<file path="src/rtl/uart_transmitter.sv">
// UART transmitter: baud/16x-baud tick dividers plus an 11-bit framed shifter.
// Optional feature macro: UART_TX_PARITY_EN (even parity in bit 9; otherwise a second stop bit).
module uart_transmitter #(
  parameter int unsigned CLK_FREQ = 100_000_000
) (
  input  logic        clk,
  input  logic        reset,
  input  logic [1:0]  baud_sel,
  input  logic [7:0]  data_in,
  output logic        intx,
  output logic        inrx,
  output logic [10:0] out_tx,
  output logic        tx,
  output logic        busy
);

  localparam int unsigned CNT_W   = 16;
  localparam int unsigned IDX_W   = 4;
  localparam int unsigned FRAME_W = 11;

  localparam int unsigned BAUD_0 = 9600;
  localparam int unsigned BAUD_1 = 115200;
  localparam int unsigned BAUD_2 = 460800;
  localparam int unsigned BAUD_3 = 921600;

  localparam logic [CNT_W-1:0] DIV_TX_0 = CNT_W'(CLK_FREQ / BAUD_0);
  localparam logic [CNT_W-1:0] DIV_TX_1 = CNT_W'(CLK_FREQ / BAUD_1);
  localparam logic [CNT_W-1:0] DIV_TX_2 = CNT_W'(CLK_FREQ / BAUD_2);
  localparam logic [CNT_W-1:0] DIV_TX_3 = CNT_W'(CLK_FREQ / BAUD_3);
  localparam logic [CNT_W-1:0] DIV_RX_0 = CNT_W'(CLK_FREQ / (16 * BAUD_0));
  localparam logic [CNT_W-1:0] DIV_RX_1 = CNT_W'(CLK_FREQ / (16 * BAUD_1));
  localparam logic [CNT_W-1:0] DIV_RX_2 = CNT_W'(CLK_FREQ / (16 * BAUD_2));
  localparam logic [CNT_W-1:0] DIV_RX_3 = CNT_W'(CLK_FREQ / (16 * BAUD_3));

  localparam logic [IDX_W-1:0]   LAST_IDX   = IDX_W'(10);
  localparam logic [FRAME_W-1:0] IDLE_FRAME = 11'h7FF;

  localparam logic [0:0] ST_IDLE = 1'b0;
  localparam logic [0:0] ST_SEND = 1'b1;

  logic [1:0]         baud_q;
  logic               baud_chg;
  logic [CNT_W-1:0]   div_tx_m1;
  logic [CNT_W-1:0]   div_rx_m1;
  logic [CNT_W-1:0]   tx_cnt;
  logic [CNT_W-1:0]   tx_cnt_d;
  logic [CNT_W-1:0]   rx_cnt;
  logic [CNT_W-1:0]   rx_cnt_d;
  logic               intx_d;
  logic               inrx_d;

  logic [0:0]         state;
  logic [0:0]         state_d;
  logic [IDX_W-1:0]   idx;
  logic [IDX_W-1:0]   idx_d;
  logic [IDX_W-1:0]   idx_inc;
  logic [FRAME_W-1:0] frame_d;
  logic [FRAME_W-1:0] new_frame;
  logic [FRAME_W-1:0] frame_shift;
  logic               parity_bit;
  logic               tx_d;
  logic               busy_d;

  // Divider terminal counts for the currently registered baud selection
  always_comb begin
    div_tx_m1 = DIV_TX_2 - CNT_W'(1);
    div_rx_m1 = DIV_RX_2 - CNT_W'(1);
    case (baud_q)
      2'b00: begin
        div_tx_m1 = DIV_TX_0 - CNT_W'(1);
        div_rx_m1 = DIV_RX_0 - CNT_W'(1);
      end
      2'b01: begin
        div_tx_m1 = DIV_TX_1 - CNT_W'(1);
        div_rx_m1 = DIV_RX_1 - CNT_W'(1);
      end
      2'b10: begin
        div_tx_m1 = DIV_TX_2 - CNT_W'(1);
        div_rx_m1 = DIV_RX_2 - CNT_W'(1);
      end
      default: begin
        div_tx_m1 = DIV_TX_3 - CNT_W'(1);
        div_rx_m1 = DIV_RX_3 - CNT_W'(1);
      end
    endcase
  end

  // A baud change restarts both dividers from zero and suppresses that edge's tick
  always_comb begin
    baud_chg = (baud_sel != baud_q);
    tx_cnt_d = tx_cnt + CNT_W'(1);
    rx_cnt_d = rx_cnt + CNT_W'(1);
    if (baud_chg || (tx_cnt == div_tx_m1)) begin
      tx_cnt_d = '0;
    end
    if (baud_chg || (rx_cnt == div_rx_m1)) begin
      rx_cnt_d = '0;
    end
    intx_d = !baud_chg && (tx_cnt_d == div_tx_m1);
    inrx_d = !baud_chg && (rx_cnt_d == div_rx_m1);
  end

  always_ff @(posedge clk) begin
    if (!reset) begin
      baud_q <= baud_sel;
      tx_cnt <= '0;
      rx_cnt <= '0;
      intx   <= 1'b0;
      inrx   <= 1'b0;
    end else begin
      baud_q <= baud_sel;
      tx_cnt <= tx_cnt_d;
      rx_cnt <= rx_cnt_d;
      intx   <= intx_d;
      inrx   <= inrx_d;
    end
  end

`ifdef UART_TX_PARITY_EN
  assign parity_bit = ^data_in;
`else
  assign parity_bit = 1'b1;
`endif

  assign new_frame   = {1'b1, parity_bit, data_in, 1'b0};
  assign idx_inc     = idx + IDX_W'(1);
  assign frame_shift = out_tx >> idx_inc;

  // Next-state and registered-output logic; frames run back-to-back once started
  always_comb begin
    state_d = state;
    idx_d   = idx;
    frame_d = out_tx;
    tx_d    = tx;
    busy_d  = busy;
    case (state)
      ST_IDLE: begin
        if (intx) begin
          state_d = ST_SEND;
          idx_d   = '0;
          frame_d = new_frame;
          tx_d    = new_frame[0];
          busy_d  = 1'b1;
        end
      end
      ST_SEND: begin
        if (intx) begin
          if (idx == LAST_IDX) begin
            idx_d   = '0;
            frame_d = new_frame;
            tx_d    = new_frame[0];
          end else begin
            idx_d = idx_inc;
            tx_d  = frame_shift[0];
          end
        end
      end
      default: begin
        state_d = ST_IDLE;
        idx_d   = '0;
        frame_d = IDLE_FRAME;
        tx_d    = 1'b1;
        busy_d  = 1'b0;
      end
    endcase
  end

  always_ff @(posedge clk) begin
    if (!reset) begin
      state  <= ST_IDLE;
      idx    <= '0;
      out_tx <= IDLE_FRAME;
      tx     <= 1'b1;
      busy   <= 1'b0;
    end else begin
      state  <= state_d;
      idx    <= idx_d;
      out_tx <= frame_d;
      tx     <= tx_d;
      busy   <= busy_d;
    end
  end

endmodule

</file>
<file path="config.mk">
export PLATFORM = sky130hd
export DESIGN_NAME = uart_transmitter
export DESIGN_NICKNAME = d
export VERILOG_FILES = /design/src/rtl/uart_transmitter.sv
export SDC_FILE = /design/constraint.sdc
export NUM_CORES = 1
export LEC_CHECK = 0
export ABC_AREA = 1
export CAP_MARGIN = 20
export CORE_ASPECT_RATIO = 0.8
export CORE_MARGIN = 10
export CORE_UTILIZATION = 45
export DETAILED_ROUTE_END_ITERATION = 12
export PLACE_DENSITY_LB_ADDON = 0.25
export SLEW_MARGIN = 20
export SYNTH_ARGS = -nofsm -noshare
export SYNTH_HDL_FRONTEND = slang
export SYNTH_SLANG_ARGS = --single-unit
</file>
<file path="constraint.sdc">
create_clock -name clk -period 4.05 [get_ports clk]
set_input_delay 0.405 -clock clk [delete_from_list [all_inputs] [get_ports clk]]
set_output_delay 0.405 -clock clk [all_outputs]
set_load 0.03 [all_outputs]
</file>
# After elaboration in Yosys (flattened, before gate mapping)

Index checks and enable logic that the tools add are counted.

Register bits: 54
Bits of input ports: 12
Output and inout bits: 15
Logic and storage cells: 53

$add $sub $neg: 3
Eq/ne operators: 11
Shifts and indexed selects: 1
Multiplexer cells: 18
Bitwise operators: 1
Reduce and logical (&&, ||, !) cells: 9

Operators with widths:

| operator                                                                 | count |
|---|---|
| 16-bit == test                                                           | 4 |
| 14-bit one-hot mux with 3 select lines                                   | 1 |
| 11-bit 2-to-1 mux                                                        | 3 |
| 16-bit by 1-bit adder with 16-bit output (second input constant)         | 2 |
| 16-bit 2-to-1 mux                                                        | 2 |
| 10-bit one-hot mux with 3 select lines                                   | 1 |
| 11-bit one-hot mux with 2 select lines                                   | 1 |
| 4-bit 2-to-1 mux                                                         | 3 |
| 11-bit by 4-bit >> shifter with 1-bit output                             | 1 |
| 4-bit one-hot mux with 2 select lines                                    | 1 |
| 1-bit 2-to-1 mux                                                         | 5 |
| 4-bit by 1-bit adder with 4-bit output (second input constant)           | 1 |
| 4-bit == test (second input constant)                                    | 1 |
| 2-bit inequality test (second input constant)                            | 2 |
| 2-bit AND reduction                                                      | 2 |
| 3-bit AND reduction                                                      | 1 |
| 2-bit by 1-bit == test with 1-bit output (second input constant)         | 1 |
| 2-bit == test (second input constant)                                    | 1 |
| 1-bit logical AND                                                        | 2 |
| 2-bit logical NOT                                                        | 1 |
| 1-bit logical OR                                                         | 2 |
| 2-bit by 1-bit inequality test with 1-bit output (second input constant) | 1 |
| 2-bit inequality test                                                    | 1 |
| 1-bit one-hot mux with 2 select lines                                    | 1 |
| other kinds (2)                                                          | 2 |

# Longest topological paths before layout

Gate-level depths: netlist of the first run.

Depth in word-level cells: 7
Depth in mapped cells: 18
Gate-level depth less buffers: 16

# Worst setup path after synthesis of the first run

OpenSTA, ideal clock, no wires.

Kind: reg2reg
From: reg idx[0]
To: reg tx
Setup time: 126 ps
Data arrival time: 1664 ps
Required time: 3924 ps
Slack: 2261 ps
Stages on the path, launching flop included: 11
Path buffers: 1
Period minus slack after synthesis: 1789 ps
Cells stage by stage: dfxtp_1 clkbuf_1 inv_1 ha_1 a21oi_1 o21ai_0 o21ai_0 o211ai_1 o31ai_1 a22oi_1 nand2_1

Cells in the longest elaborated chain, start to end: 5
Elaborated cells on any way between the ends: 6
Classes of those cells: 1 x add/sub; 1 x eq/ne; 1 x shift; 3 x mux

Ends and longest elaborated chain:

| what                                         | line | text |
|---|---|---|
| start, declared                              | 54   | `logic [IDX_W-1:0] idx;` |
| start signal, assigned                       | 177  | `idx <= idx_d;` |
| 4-bit by 1-bit adder with 4-bit output       | 126  | `assign idx_inc = idx + IDX_W'(1);` |
| 11-bit by 4-bit >> shifter with 1-bit output | 127  | `assign frame_shift = out_tx >> idx_inc;` |
| 1-bit 2-to-1 mux (*)                         | 148  | `if (idx == LAST_IDX) begin` |
| 1-bit 2-to-1 mux (*)                         | 147  | `if (intx) begin` |
| 1-bit one-hot mux with 2 select lines (*)    | 136  | `case (state)` |
| end signal, assigned                         | 179  | `tx <= tx_d;` |
| end, declared                                | 13   | `output logic tx,` |

Every way passes the cells marked *; elsewhere a longest branch is shown, timed or not. The select of a mux whose other input is x is not followed.
A chain may end at the register's enable or synchronous reset.

# Final worst setup path of the first run

From: reg baud_q[0]
To: reg intx

Cells in the longest elaborated chain, start to end: 7
Elaborated cells on any way between the ends: 11
Classes of those cells: 5 x eq/ne; 2 x mux; 4 x reduce/logical

Ends and longest elaborated chain:

| what                                        | line | text |
|---|---|---|
| start, declared                             | 41   | `logic [1:0] baud_q;` |
| start signal, assigned                      | 105  | `baud_q <= baud_sel;` |
| start signal, assigned                      | 111  | `baud_q <= baud_sel;` |
| 2-bit == test, or another cell as far along | 68   | `case (baud_q)` |
| 14-bit one-hot mux with 3 select lines      | 68   |  |
| 16-bit == test                              | 93   | `if (baud_chg \|\| (tx_cnt == div_tx_m1)) begin` |
| 1-bit logical OR                            | 93   |  |
| 16-bit 2-to-1 mux                           | 93   |  |
| 16-bit == test                              | 99   | `intx_d = !baud_chg && (tx_cnt_d == div_tx_m1);` |
| 1-bit logical AND (*)                       | 99   |  |
| end signal, assigned                        | 114  | `intx <= intx_d;` |
| end, declared                               | 10   | `output logic intx,` |

Every way passes the cells marked *; elsewhere a longest branch is shown, timed or not.

==> results summary, run 1 <==
In the final layout, flip-flops and latches occupy 0.00104 mm^2. Ranked by instance count, the synthesized netlist is headed by sky130_fd_sc_hd__nand2_1 (129), sky130_fd_sc_hd__nor2_1 (85), sky130_fd_sc_hd__inv_1 (60). Entering global routing, the biggest net connects 24 pins.

The final setup violation count is 0. TritonCTS built the clock tree. The via count of the first global-routing pass came out at roughly 2,800. The worst-case vdd ir drop came out at 0.177 mV.

The final worst clock skew came out at between 0.01 and 0.015 ns. The H-tree was split into 2 levels. The number of buffers inserted by port buffering is 24. The required time at the worst-slack endpoint came out at roughly 4.3 ns.

The sequential area share after synthesis is 0.329. The arrival time of the worst setup path is 2.76 ns. By instance count, the leading cell after synthesis is sky130_fd_sc_hd__nand2_1. In this run the deepest clock path goes through 2 buffers. The Yosys step of the flow raised 0 warnings. The number of clock buffers inserted by TritonCTS came out at 5. The number of fill cells came out at ~690. Dividing the detail-routed via count by the number of cells gives about 5. The number of top-level design ports is 27. The number of pins exceeding their max-slew limit in the final report came out at 0. Derived from the worst setup path, the maximum achievable clock frequency is 399 MHz. The distinct cell type count after synthesis is 31. In this run the worst hold path is classified as reg2reg. The average cell area after synthesis came out at 6.36 um^2. The met3 demand-to-capacity share in global routing is 0.0308.

The analysis attributes to cell leakage a power of ~1.6 nW. Along the worst path, the maximum fanout reaches 12. For this design the ratio of total power to cell area is about 300 mW/mm^2.

In this run the horizontal extent of the chip is between 100 and 150 um. The count of cells resized by post-cts repair is 0. The detailed-placement wirelength estimate is between 5000 and 6000 um. The busiest metal layer after global routing is met2. The number of violations of the max-capacitance limit came out at 0. For this run, design rule violations remaining after detail routing come to 0. At the end of routability-driven placement, the weighted congestion stood at roughly 0.9.

The design draws roughly 1.1 mW. The number of antenna diodes came out at 0. The worst setup path is captured at a flip-flop. The met2 layer usage reported by global route came out at 0.217. The clock input transition at the sequential cells of the worst setup and hold paths came out at roughly 0.10 ns. The die height is 95.0 um.

The post-CTS repair timing setup buffer count came out at 0. In the global route stage, met1 resource usage came out at 0.202. For this run, the leading register cell type out of synthesis is sky130_fd_sc_hd__dfxtp_1. Setup repair after global routing left no endpoint under its margin. By area the synthesized netlist is led by sky130_fd_sc_hd__dfxtp_1 (33%), sky130_fd_sc_hd__nand2_1 (15%), sky130_fd_sc_hd__nor2_1 (10%). In this run the tightest slew margin relative to its limit is 0.456. The final worst hold slack is 0.479 ns. The starting density of the core is 0.462. The wire length reported by the detailed router came out at ~7800 um. The kind of critical path is reg2reg. The later pin in the worst-skew pair is clocked with a latency of between 0.3 and 0.4 ns.

The proportion of synthesized flip-flops having asynchronous set or reset came out at 0. The area used by multi-input combinational logic is ~0.0018 mm^2. The post-synthesis register bit count came out at 52. The flow ran to the end, and the final reports show no timing, DRC or antenna violations. The cell at the root of the clock tree is sky130_fd_sc_hd__clkbuf_8. The summed instance area of the synthesized netlist is 0.00317 mm^2.

The time the worst path needs with I/O delays and setup is ~2.5 ns. The share of final-layout standard cells stronger than drive strength 1 is 0.0484. The share of synthesized area in the top cell type comes to 0.329. The synthesized instance count is ~500.

The global-route wire length before repair came out at roughly 13,000 um. The critical path launch point type is a flip-flop. For this run, the post-layout net count is around 530. The clock net in this run drives a total of 52 sinks.

After floorplanning, the core was divided into 27 placement rows. The hold violation total from the final report came to 0. The initial antenna violation count came to 0. The most area-hungry cell type in the Yosys netlist is sky130_fd_sc_hd__dfxtp_1.

The total die area came out at between 0.01 and 0.015 mm^2. The transition time at the pin with the least slew margin is ~0.81 ns. The total negative slack came out at 0 ns. The relative area change from synthesis to final layout is 13.1%. The per-cell routed wire length came out at 13.0 um.

The post-cts hold buffer count came out at 0. The number of DRC markers after the initial detailed-route iteration is around 300. Once detail routing completed, the nets flagged for antenna violations numbered 0. The global-route congestion overflow total is 0. The number of search-and-repair iterations in the first detailed-routing pass came out at 5.

Across every metal layer, demand over resource in global routing totals 0.144. The ratio of final minimum period to clock period came out at 0.619. The number of enable-type register cells in the synthesized netlist is 0. The area of the core is roughly 0.007 mm^2.

The total number of vias is between 3,000 and 4,000.
==> cells by family after synthesis <==
group           count (synthesis)  synth area share
fa+ha+maj                       4            0.0158
compound gates                 42            0.0771
xor+xnor                       20            0.0553
buf+inv                        80             0.109
other cells                     1           0.00118
flops                          52             0.329
simple gates                  299             0.413
==> path summary, 6_finish.rpt <==
| kind | slack [ns] | to | startpoint | cells past startpoint |
|---|---|---|---|---|
| hold reg to reg | 0.48 | out_tx[0]$_SDFFE_PN1P_ | out_tx[0]$_SDFFE_PN1P_ | 2 |
| setup / recovery | 1.54 | intx$_SDFF_PN0_ | baud_q[0]$_DFF_P_ | 11 |
| setup reg to reg | 1.54 | intx$_SDFF_PN0_ | baud_q[0]$_DFF_P_ | 11 |
| hold / removal | 0.48 | out_tx[0]$_SDFFE_PN1P_ | out_tx[0]$_SDFFE_PN1P_ | 2 |
==> layer usage <==
| layer | vias up | part of all wire |
|---|---|---|
| li1 | 1613 | - |
| met1 | 1359 | 0.48 |
| met2 | 122 | 0.43 |
| met3 | 9 | 0.079 |
| met4 | 0 | 0.0096 |
| met5 | - | 0 |
==> state kept, by name, indices dropped and copies added, names as in the netlist, 2 cells and up <==
name	cells
baud_q	2
idx	4
out_tx	9
rx_cnt	16
tx_cnt	16
==> through the flow <==
step	cell area, um^2	cells	worst slack, ns	util
finish	3580	603	1.54	0.522
global route	3580	603	1.18	0.522
CTS	3580	603	1.57	0.522
detailed placement	3420	595	1.49	0.499
global placement	3420	595	1.56	0.499
floorplan	3170	499	2.26	-
==> power by group <==
group | switching, mW | internal, mW
combinational | 0.0509 | 0.0262
sequential | 0.00604 | 0.513
clock | 0.170 | 0.309
total | 0.227 | 0.848
==> placed cells by master, fill, tap and decap left out, types with 2 or more instances in the layout <==
cell type,count
sky130_fd_sc_hd__nand2_2,2
sky130_fd_sc_hd__ha_1,4
sky130_fd_sc_hd__clkbuf_8,5
sky130_fd_sc_hd__nor3_1,13
sky130_fd_sc_hd__xor2_1,19
sky130_fd_sc_hd__o211ai_1,6
sky130_fd_sc_hd__bufinv_16,3
sky130_fd_sc_hd__or2_2,2
sky130_fd_sc_hd__nand4_1,20
sky130_fd_sc_hd__inv_2,4
sky130_fd_sc_hd__nand3_1,39
sky130_fd_sc_hd__a21oi_1,12
sky130_fd_sc_hd__inv_1,60
sky130_fd_sc_hd__nor2_1,85
sky130_fd_sc_hd__nand2_1,129
sky130_fd_sc_hd__dfxtp_1,52
sky130_fd_sc_hd__nand3_2,3
sky130_fd_sc_hd__clkdlybuf4s50_1,24
sky130_fd_sc_hd__a22oi_1,2
sky130_fd_sc_hd__conb_1,2
sky130_fd_sc_hd__o21ai_0,18
sky130_fd_sc_hd__o21ai_1,2
==> layout make-up <==
| cell class | instances | share of cell area |
|---|---|---|
| multi-input combinational | 367 | 0.498 |
| sequential | 52 | 0.291 |
| timing repair buffer | 25 | 0.0692 |
| inverter | 64 | 0.0671 |
| tap | 87 | 0.0304 |
| clock inverter | 3 | 0.0252 |
| clock buffer | 5 | 0.0192 |
==> worst max-delay path: stages, from the launching register on <==
cell	delay [ns]
sky130_fd_sc_hd__dfxtp_1	0.68
sky130_fd_sc_hd__inv_2	0.20
sky130_fd_sc_hd__nand2_2	0.22
sky130_fd_sc_hd__o21ai_0	0.14
sky130_fd_sc_hd__nand3_1	0.08
sky130_fd_sc_hd__nor2_1	0.05
sky130_fd_sc_hd__nand3_1	0.32
sky130_fd_sc_hd__nand2_1	0.24
sky130_fd_sc_hd__nor2_1	0.18
sky130_fd_sc_hd__xor2_1	0.16
sky130_fd_sc_hd__nand3_1	0.09
sky130_fd_sc_hd__nor2_1	0.11
Note: power is estimated with default switching activity, not from simulation.
==> run 2: changes to the inputs <==
- clock period: 4.05 -> 2.05 ns (I/O delays scaled with it)
==> run 2 against run 1 <==
  * Clock skew shrank 0.0039 ns
  * Die area is the same
  * Clock power grew 52%
  * Sequential share of layout area shrank 0.76 points
  * Largest cell class unchanged
==> results summary, run 2 (synthesized netlist as in run 1, its figures left out) <==
The largest net degree at the start of global routing is 38. The final routed DRC violation total is 0. The insertion delay of the later-clocked pin in the worst-skew pair came out at approximately 0.30 ns. The clock sink count is 52.

The global-route congestion overflow total came out at 0. The final worst clock skew came out at between 0.01 and 0.015 ns. The post-placement cell area is 0.00357 mm^2.

CTS placed an instance of sky130_fd_sc_hd__clkbuf_8 at the clock tree root. The final layout contains routed wiring with a total length of about 8200 um. The run finished with clean final reports. The number of buffers inserted by port buffering is 24. Leaving out fill and tap cells, the most frequent cell in the layout is sky130_fd_sc_hd__nand2_1. The die is approximately 95 um tall. Setup repair after global routing left no endpoint under its margin.

The number of levels in the clock H-tree came out at 2. The initial antenna violation count came to 0. The clock input transition at the sequential cells of the worst setup and hold paths came out at 0.10 ns. The per-cell routed wire length is 13.1 um. The chip width came out at 114 um. The library cells used most frequently in the layout, excluding fill and tap cells, are sky130_fd_sc_hd__nand2_1 (129), sky130_fd_sc_hd__nor2_1 (84), sky130_fd_sc_hd__inv_1 (60), sky130_fd_sc_hd__dfxtp_1 (47), sky130_fd_sc_hd__nand3_1 (39).

The number of DRC markers after the initial detailed-route iteration came out at between 200 and 300. The hold violation total from the final report is 0. The global-route wire length before repair came out at about 14,000 um. The worst-case IR drop observed on VDD is between 0.3 and 0.4 mV. The min-delay analysis places its worst path in the category in2reg. The via density per instance came out at 5.15. The number of clock buffers added by TritonCTS is 5. The total number of vias is 3,210. The total area inside the core boundary comes to roughly 0.0069 mm^2. Buffers inserted to repair hold after CTS numbered 0. The static power due to leakage is 1.68 nW. The relative area change from synthesis to final layout is 17.4%.

STA classifies the critical path endpoint as a flip-flop. For this run, the total global-route usage over all layers was measured as 0.151. The share of final-layout standard cells stronger than drive strength 1 is 0.0970. The total power divided by cell area is between 500 and 600 mW/mm^2. The largest registers in the layout are rx_cnt x16, tx_cnt x16, out_tx x9. The setup path with the least slack is of type reg2reg. Of the available clock period, the critical path in the final layout requires 0.914.

The number of top-level design ports is 27. The total die area came out at about 0.011 mm^2. The routability congestion estimate came out at ~0.9. In this run the remaining antenna-violating nets after routing total 0.

The largest fanout of any net on the critical path is 5. Measured on the finished design, the core utilization comes to 0.542. In the final design database the tool counted between 500 and 600 nets. The buffer depth of the longest clock path came out at 2. The overall power is 1.94 mW. The starting density of the core is 0.462. The required time at the worst-slack endpoint came out at 2.26 ns. The detailed-placement wirelength estimate came out at 6350 um.

The arrival time of the worst setup path came out at ~2.1 ns. The post-route cell area is roughly 0.0037 mm^2. The maximum clock frequency is 533 MHz. The via count of the first global-routing pass came to between 2,000 and 3,000.

The number of antenna diodes came out at 0. The final setup violation count is 0. The number of placement rows is 27. The tool flagged a number of max-cap violations equal to 0.

The worst setup path is launched from a flip-flop. The time the worst path needs with I/O delays and setup is around 1.9 ns. The number of search-and-repair iterations in the first detailed-routing pass came out at 5. TritonCTS built the clock tree. The number of pins exceeding their max-slew limit in the final report came out at 0.
==> run 2: cell type report <==
| class | count | area, um^2 |
|---|---|---|
| Clock buffer | 5 | 68.8 |
| Fill cell | 704 | 3140 |
| Sequential cell | 52 | 1050 |
| Multi-Input combinational cell | 368 | 1800 |
| Clock inverter | 3 | 46.3 |
| Timing Repair Buffer | 44 | 403 |
| Tap cell | 87 | 109 |
| Inverter | 64 | 240 |
==> run 2: worst paths after layout <==
kind                            depth (start not counted)           endpoint  slack (ns)                 start
worst min register to register                          2   state$_SDFF_PN0_        0.48      state$_SDFF_PN0_
worst min-delay path                                    1  baud_q[1]$_DFF_P_        0.38           baud_sel[1]
worst max-delay path                                   11    inrx$_SDFF_PN0_        0.18  rx_cnt[0]$_SDFF_PN0_
worst max register to register                         11    inrx$_SDFF_PN0_        0.18  rx_cnt[0]$_SDFF_PN0_
==> run 2: metrics by stage <==
step                worst slack, ns  hold slack [ns]   TNS (ns)  std cells
floorplan                     0.261            0.233          0        499
global placement             0.0122            0.456          0        613
detailed placement        -0.000205            0.458  -0.000205        613
CTS                          0.0703            0.386          0        621
global route                0.00470            0.390          0        623
finish                        0.175            0.384          0        623
==> run 2: where the power goes <==
part	leakage (nW)	internal, mW	switching (mW)
combinational	1.21	0.0767	0.111
clock	0.0548	0.368	0.359
sequential	0.422	1.01	0.0121
==> run 2: what timing repair did <==
item	in CTS	in global routing
pin swaps	0	1
endpoints found under the setup margin	2	2
buffers inserted	0	1
cloned	0	1
resized for setup	1	11
endpoints found under the hold margin	0	0
==> run 2: per-layer routing <==
metal	share of wire	global-route usage	up-vias
met2	0.44	0.231	85
met3	0.056	0.0345	2
li1	-	-	1651
met1	0.50	0.213	1472
met5	0	0	-
met4	0.0031	0.0313	0
==> run 2: critical path: stages, from the launching register on <==
cell and delay, ns:
sky130_fd_sc_hd__dfxtp_1 0.42, sky130_fd_sc_hd__ha_1 0.21, sky130_fd_sc_hd__nand3_1 0.13, sky130_fd_sc_hd__nor2_1 0.17, sky130_fd_sc_hd__nand2_1 0.15, sky130_fd_sc_hd__o21ai_0 0.19
sky130_fd_sc_hd__nand2_1 0.07, sky130_fd_sc_hd__nand3b_1 0.18, sky130_fd_sc_hd__nand2_1 0.08, sky130_fd_sc_hd__nor2_1 0.04, sky130_fd_sc_hd__nand4_1 0.09, sky130_fd_sc_hd__nor2_1 0.05
